<file path="src/rtl/change_sched.sv">
// Coin-change dispense scheduler: pays change_amt (0.5 yuan units) one coin at a time via the 1 yuan / 0.5 yuan eject actuators.
// Latency: first coin decision one cycle after start; each coin takes 1 + PULSE_CYC + GAP_CYC cycles; done one cycle after the final decision.
// Backpressure: none; start is honoured only when idle or faulted and is otherwise ignored.
module change_sched #(
    parameter int PULSE_CYC = 50,
    parameter int GAP_CYC   = 100
) (
    input  logic       clk1k,
    input  logic       clr,
    input  logic       start,
    input  logic [7:0] change_amt,
    input  logic       empty_1y,
    input  logic       empty_5j,
    output logic       eject_1y,
    output logic       eject_5j,
    output logic       busy,
    output logic       done,
    output logic       fault,
    output logic [7:0] remain
);

    localparam int TMAX = (PULSE_CYC > GAP_CYC) ? PULSE_CYC : GAP_CYC;
    localparam int TW   = $clog2(TMAX + 1);

    typedef enum logic [2:0] {
        IDLE,
        SELECT,
        PULSE,
        GAP,
        DONE,
        FAULT
    } state_t;

    state_t          state, state_nxt;
    logic [TW-1:0]   timer, timer_nxt;
    logic            eject_1y_nxt, eject_5j_nxt;
    logic            busy_nxt, done_nxt, fault_nxt;
    logic [7:0]      remain_nxt;

    // Register every output alongside the state so the actuators and display see glitch-free levels.
    always_ff @(posedge clk1k or negedge clr) begin
        if (!clr) begin
            state    <= IDLE;
            timer    <= '0;
            eject_1y <= 1'b0;
            eject_5j <= 1'b0;
            busy     <= 1'b0;
            done     <= 1'b0;
            fault    <= 1'b0;
            remain   <= 8'd0;
        end else begin
            state    <= state_nxt;
            timer    <= timer_nxt;
            eject_1y <= eject_1y_nxt;
            eject_5j <= eject_5j_nxt;
            busy     <= busy_nxt;
            done     <= done_nxt;
            fault    <= fault_nxt;
            remain   <= remain_nxt;
        end
    end

    // Next-state and next-output decisions; coin choice happens only in the single SELECT cycle.
    always_comb begin
        state_nxt    = state;
        timer_nxt    = timer;
        eject_1y_nxt = eject_1y;
        eject_5j_nxt = eject_5j;
        busy_nxt     = busy;
        done_nxt     = 1'b0;
        fault_nxt    = fault;
        remain_nxt   = remain;

        case (state)
            IDLE, FAULT: begin
                if (start) begin
                    remain_nxt = change_amt;
                    fault_nxt  = 1'b0;
                    busy_nxt   = 1'b1;
                    state_nxt  = SELECT;
                end
            end

            SELECT: begin
                timer_nxt = '0;
                if (remain == 8'd0) begin
                    done_nxt  = 1'b1;
                    state_nxt = DONE;
                end else if (remain >= 8'd2 && !empty_1y) begin
                    // 1 yuan only when at least two half-units are owed, so we never overpay.
                    eject_1y_nxt = 1'b1;
                    state_nxt    = PULSE;
                end else if (!empty_5j) begin
                    eject_5j_nxt = 1'b1;
                    state_nxt    = PULSE;
                end else begin
                    fault_nxt = 1'b1;
                    busy_nxt  = 1'b0;
                    state_nxt = FAULT;
                end
            end

            PULSE: begin
                if (timer == TW'(PULSE_CYC - 1)) begin
                    // The held eject line identifies which coin is in flight.
                    remain_nxt   = remain - (eject_1y ? 8'd2 : 8'd1);
                    eject_1y_nxt = 1'b0;
                    eject_5j_nxt = 1'b0;
                    timer_nxt    = '0;
                    state_nxt    = GAP;
                end else begin
                    timer_nxt = timer + 1'b1;
                end
            end

            GAP: begin
                if (timer == TW'(GAP_CYC - 1)) begin
                    timer_nxt = '0;
                    state_nxt = SELECT;
                end else begin
                    timer_nxt = timer + 1'b1;
                end
            end

            DONE: begin
                busy_nxt  = 1'b0;
                state_nxt = IDLE;
            end

            default: begin
                state_nxt = IDLE;
            end
        endcase
    end

endmodule

</file>
<file path="config.mk">
export PLATFORM = sky130hd
export DESIGN_NAME = change_sched
export DESIGN_NICKNAME = d
export VERILOG_FILES = /design/src/rtl/change_sched.sv
export SDC_FILE = /design/constraint.sdc
export NUM_CORES = 1
export LEC_CHECK = 0
export ABC_AREA = 1
export CAP_MARGIN = 20
export CORE_MARGIN = 10
export CORE_UTILIZATION = 28
export DETAILED_ROUTE_END_ITERATION = 7
export PLACE_DENSITY = 0.54
export SETUP_SLACK_MARGIN = 0.4
export SLEW_MARGIN = 20
export SYNTH_ARGS = -nofsm -noshare
export SYNTH_HDL_FRONTEND = slang
export SYNTH_SLANG_ARGS = --single-unit
</file>
<file path="constraint.sdc">
create_clock -name clk1k -period 2.8 [get_ports clk1k]
set_clock_uncertainty 0.2 [all_clocks]
set_input_delay 0.56 -clock clk1k [delete_from_list [all_inputs] [get_ports clk1k]]
set_output_delay 0.56 -clock clk1k [all_outputs]
set_load 0.02 [all_outputs]
</file>
* Word level (Yosys, flattened, before mapping)
Cells that the tools add are included.
Storage, ports and cells: flip-flop bits (word level) 23, bits in latches 0, RAM bits 0, memory bits (read-only) 0, input port bits 13, output and inout port bits 13, memories kept 0
Cells by class: $add $sub $neg 2, multipliers 0, divide/modulo/power cells 0, $lt $le $gt $ge 1, eq/ne operators 15, shift operators 0, multiplexer cells 34, bitwise operators 0, reductions and logical operators 16
Operators by type and width (count):
- one-hot mux 7 bit (3 select lines) | 1
- 2-to-1 mux 3 bit | 6
- 2-to-1 mux 1 bit | 16
- 2-to-1 mux 8 bit | 2
- inequality test 2 bit (second input constant) | 8
- one-hot mux 8 bit (2 select lines) | 1
- AND reduction 5 bit | 3
- 2-to-1 mux 7 bit | 2
- one-hot mux 3 bit (4 select lines) | 1
- greater-or-equal comparator 8 x 2 -> 1 bit (second input constant) | 1
- logical NOT 8 bit | 1
- subtractor 8 x 2 -> 8 bit | 1
- adder 7 x 1 -> 7 bit (second input constant) | 1
- == test 7 x 6 -> 1 bit (second input constant) | 1
- == test 7 bit (second input constant) | 1
- == test 3 x 2 -> 1 bit (second input constant) | 2
- == test 3 bit (second input constant) | 2
- one-hot mux 1 bit (2 select lines) | 3
- AND reduction 3 bit | 2
- nonzero test 2 bit | 3
- nonzero test 3 bit | 2
- AND reduction 4 bit | 1
- == test 3 x 1 -> 1 bit (second input constant) | 1
- logical NOT 3 bit | 1
- other kinds (5) | 5

* Longest topological paths before layout
word-level depth 5, mapped depth 11

* Worst setup path before layout
Ideal clock, no wire load.
kind reg2reg, start reg eject_1y, end reg remain[6], library setup time 0.117 ns, data arrival time 1.623 ns, required time 2.483 ns, slack 0.861 ns, cell stages (with the launch flop) 9, buffers on the path 0, period minus slack after synthesis 1.939 ns, cells stage by stage dfrtp_1 -> inv_1 -> ha_1 -> fa_1 -> nand3_1 -> xor2_1 -> o21ai_0 -> nand2_1 -> nand2_1
On the way: word-level cells in the longest chain between the ends 4
Ends and longest elaborated chain:
- from (decl) | line 14 | output logic eject_1y,
- from (signal assigned) | line 54 | eject_1y <= eject_1y_nxt;
- 2-to-1 mux 2 bit | line 106 | remain_nxt = remain - (eject_1y ? 8'd2 : 8'd1);
- subtractor 8 x 2 -> 8 bit | line 106
- 2-to-1 mux 8 bit | line 104 | if (timer == TW'(PULSE_CYC - 1)) begin
- one-hot mux 8 bit (2 select lines) | line 74 | case (state)
- to (signal assigned) | line 59 | remain <= remain_nxt;
- to (decl) | line 19 | output logic [7:0] remain
Every way passes these cells. The select of a mux whose other input is x is not followed. A chain may end at the register's enable or synchronous reset.

* Worst setup path in the final report
start reg remain[6], end out remain[6]
No word-level cell between the ends.

==> results_dict.tcl <==
set metrics [dict create \
    coreArea_sq_mm 0.00511 \
    post-route-util_pct 36.1 \
    synth_top_area_share_pct 39.0 \
    place_congestion 0.829 \
    dr.max_layer_used "met4" \
    r2r_cells 8 \
    relSlewSlack_pct 68.2 \
    overflow 0 \
    fp.dieArea_sq_mm 0.00858 \
    synth_fp_nets 221 \
    yosys.area_share.simple_pct 31.8 \
    synth_edf_count 0 \
    worstSetupPathDepth 1 \
    p_per_area_mw_per_mm2 314 \
    ys_seq_elements 23 \
    hold_end "fault" \
    synth.distinct_cells 25 \
    synth_top_family_by_area "simple AND/OR/NAND/NOR gates" \
    grt_use_total_pct 8.95 \
    ir_drop_uv 156 \
    cts_made_buffers 3 \
    ys.flop_type "dfrtp_1" \
    ctsResizeCount 0 \
    synth-compound-area-share_pct 10.3 \
    grt_pass1_wl_mm 6.38 \
    synth_area_leaders "dfrtp_1, nand2_1, o21ai_0" \
    fin_crit_ns 2.15 \
    status "finished, final reports clean" \
    io_pins 26 \
    grt_max_degree 24 \
    drive_gt1_share_pct 7.39 \
    start_kind "flop" \
    post_cts_buffers 0 \
    worstSetupEndpointType "output pin" \
    met2WireLength_mm 1.69 \
    ys_warn_count 0 \
    slew_violations 0 \
    cp_top_family "buffers and inverters" \
    synthesis.area_sq_mm 0.00148 \
    vias 1363 \
    power_frac_seq_pct 57.3 \
    max_stage_delay_ns 0.65 \
    synthMuxAreaShare_pct 0 \
    power.leakage_nw 0.883 \
    hold_path_class "flop to flop" \
    die_h_um 92.6 \
    p_clk_share_pct 37.0 \
    cts_sinks 23 \
    tightest_slew_ns 0.474 \
    avgSynthCellArea_sq_um 7.28 \
    area_growth_pct 24.6 \
    crit_fanout 5 \
    finalWirelength_mm 3.58 \
    path_clk_slew_ns 0.08 \
    wl_met1_mm 1.68 \
    p_sw_mw 0.129 \
    fp.dieW_um 92.6 \
    multi_input_area_sq_um 762 \
    numPortBuffers 25 \
    slowest_stage "clkdlybuf4s50_1" \
    arrival_ns 1.39 \
    switching_share_pct 22.3 \
    p_int_mw 0.450 \
    nets 249 \
    setup_violations 0 \
    tns_ns 0 \
    drt_iter0_markers 68 \
    drc 0 \
    dr_wl_met3_um 151 \
    hpwlAfterDp_mm 2.77 \
    drv_cap 0 \
    cp-startpoint "remain[6]" \
    register_area_sq_um 576 \
    synth.largest_area_cell "dfrtp_1" \
    grt_setup_unrepaired "false" \
    grt_pass1_vias 1367 \
    fill_cells 549 \
    r2r_slack_ns 0.75 \
    worstPathCellList "clkdlybuf4s50_1" \
    r2r_end "remain[5]" \
    firstDrtPassIters 4 \
    postRouteAntennaNets 0 \
    holdBufCountCts 0 \
    rows 26 \
    comb_power_share_pct 5.7 \
    hold_viol_final 0 \
    antenna_cells 0 \
    ys_seq_area_share_pct 39.0 \
    synth_xor_area_share_pct 4.74 \
    antenna_found_initial 0 \
    finalCritPeriodShare_pct 76.9 \
    htree_num_levels 1 \
    fmax_ghz 0.465 \
    hold_path_depth 2 \
    initial_core_util_pct 28.9 \
    tritoncts "yes" \
    cp.buffers_inverters 1 \
    vias_per_cell 4.54 \
    detail_route.wl_per_cell_um 11.9 \
    r2r-start "state[2]" \
    cts_buffer_depth 2 \
    worstSkewPairLatency_ns 0.27 \
    syn-instance-count 203 \
    yosys.area_share.adder_pct 4.74 \
    path_class "flop to output pin" \
    clockRootBuffer "clkbuf_8" \
    worstPathRequired_ns 2.04 \
    synthArstFlopShare_pct 100 \
    hold_start "fault" \
]
[cells in the final DEF, fill, tap and decap left out, drive strengths merged]
cell	count
o22ai	4
buf	2
clkinv	1
or2	1
xor2	6
o21ai	22
clkbuf	3
nor3	4
clkdlybuf4s50	25
xnor2	2
inv	28
o211ai	1
dfrtp	23
fa	1
nand4	7
nor2	19
nand2	60
ha	4
a21oi	2
nand3	15
[kinds of logic (layout without fill, tap and decap cells)]
logic type                 after synthesis  in the layout
and+or+nand+nor                        106            106
DFF                                     23             23
AOI/OAI and AO/OA                       29             29
xor gates and xnor gates                 8              8
adders and majority gates                5              5
buffers and inverters                   32             59
[cell usage after synthesis (2+ instances only)]
| library cell | n |
|---|---|
| nand2_1 | 59 |
| inv_1 | 24 |
| dfrtp_1 | 23 |
| o21ai_0 | 18 |
| nor2_1 | 17 |
| nand3_1 | 12 |
| nand4_1 | 7 |
| xor2_1 | 6 |
| ha_1 | 4 |
| inv_2 | 4 |
| nor3_1 | 4 |
| o21ai_1 | 4 |
| o22ai_1 | 4 |
| nand3_2 | 3 |
| a21oi_1 | 2 |
| buf_6 | 2 |
| xnor2_1 | 2 |
[stage by stage]
stage / instance area, sq um / hold slack, ns / setup slack (ns) / power [mW] / cells
2_1_floorplan: 1480 / 0.0644 / 0.861 / 0.345 / 203
3_5_place_dp: 1800 / 0.262 / 0.677 / 0.372 / 296
3_3_place_gp: 1800 / 0.259 / 0.737 / 0.372 / 296
5_1_grt: 1840 / 0.305 / 0.550 / 0.606 / 300
4_1_cts: 1840 / 0.283 / 0.632 / 0.593 / 300
6_report: 1840 / 0.276 / 0.648 / 0.579 / 300
[state kept, by name (all words and copies together) (netlist names)]
name      count
busy          1
done          1
eject_1y      1
eject_5j      1
fault         1
remain        8
state         3
timer         7
[worst max-delay path by stage]
stage | end
finish | remain[6]
CTS | remain[6]
detailed placement | remain[5]
global placement | remain[5]
floorplan | remain[6]
global route | remain[5]
[layer usage]
layer / global-route usage (%) / vias up
li1: - / 704
met1: 11.1 / 624
met2: 14.7 / 30
met3: 1.86 / 5
met4: 3.86 / 0
met5: 0 / -
[final cells by class]
type                       instances  area share (%)
sequential                        23            31.2
clock buffer                       3            2.24
timing repair buffer              27            14.4
tap                               70            4.76
clock inverter                     1           0.272
multi-input combinational        148            41.4
inverter                          28            5.71
[power groups by stage]
stage | registers [mW] | clock network (mW) | logic (mW)
global placement | 0.338 | 0 | 0.0340
CTS | 0.332 | 0.227 | 0.0339
global route | 0.332 | 0.236 | 0.0374
finish | 0.332 | 0.215 | 0.0328
floorplan | 0.339 | 0 | 0.00693
detailed placement | 0.338 | 0 | 0.0336
Power figures use the tool's default switching activity.
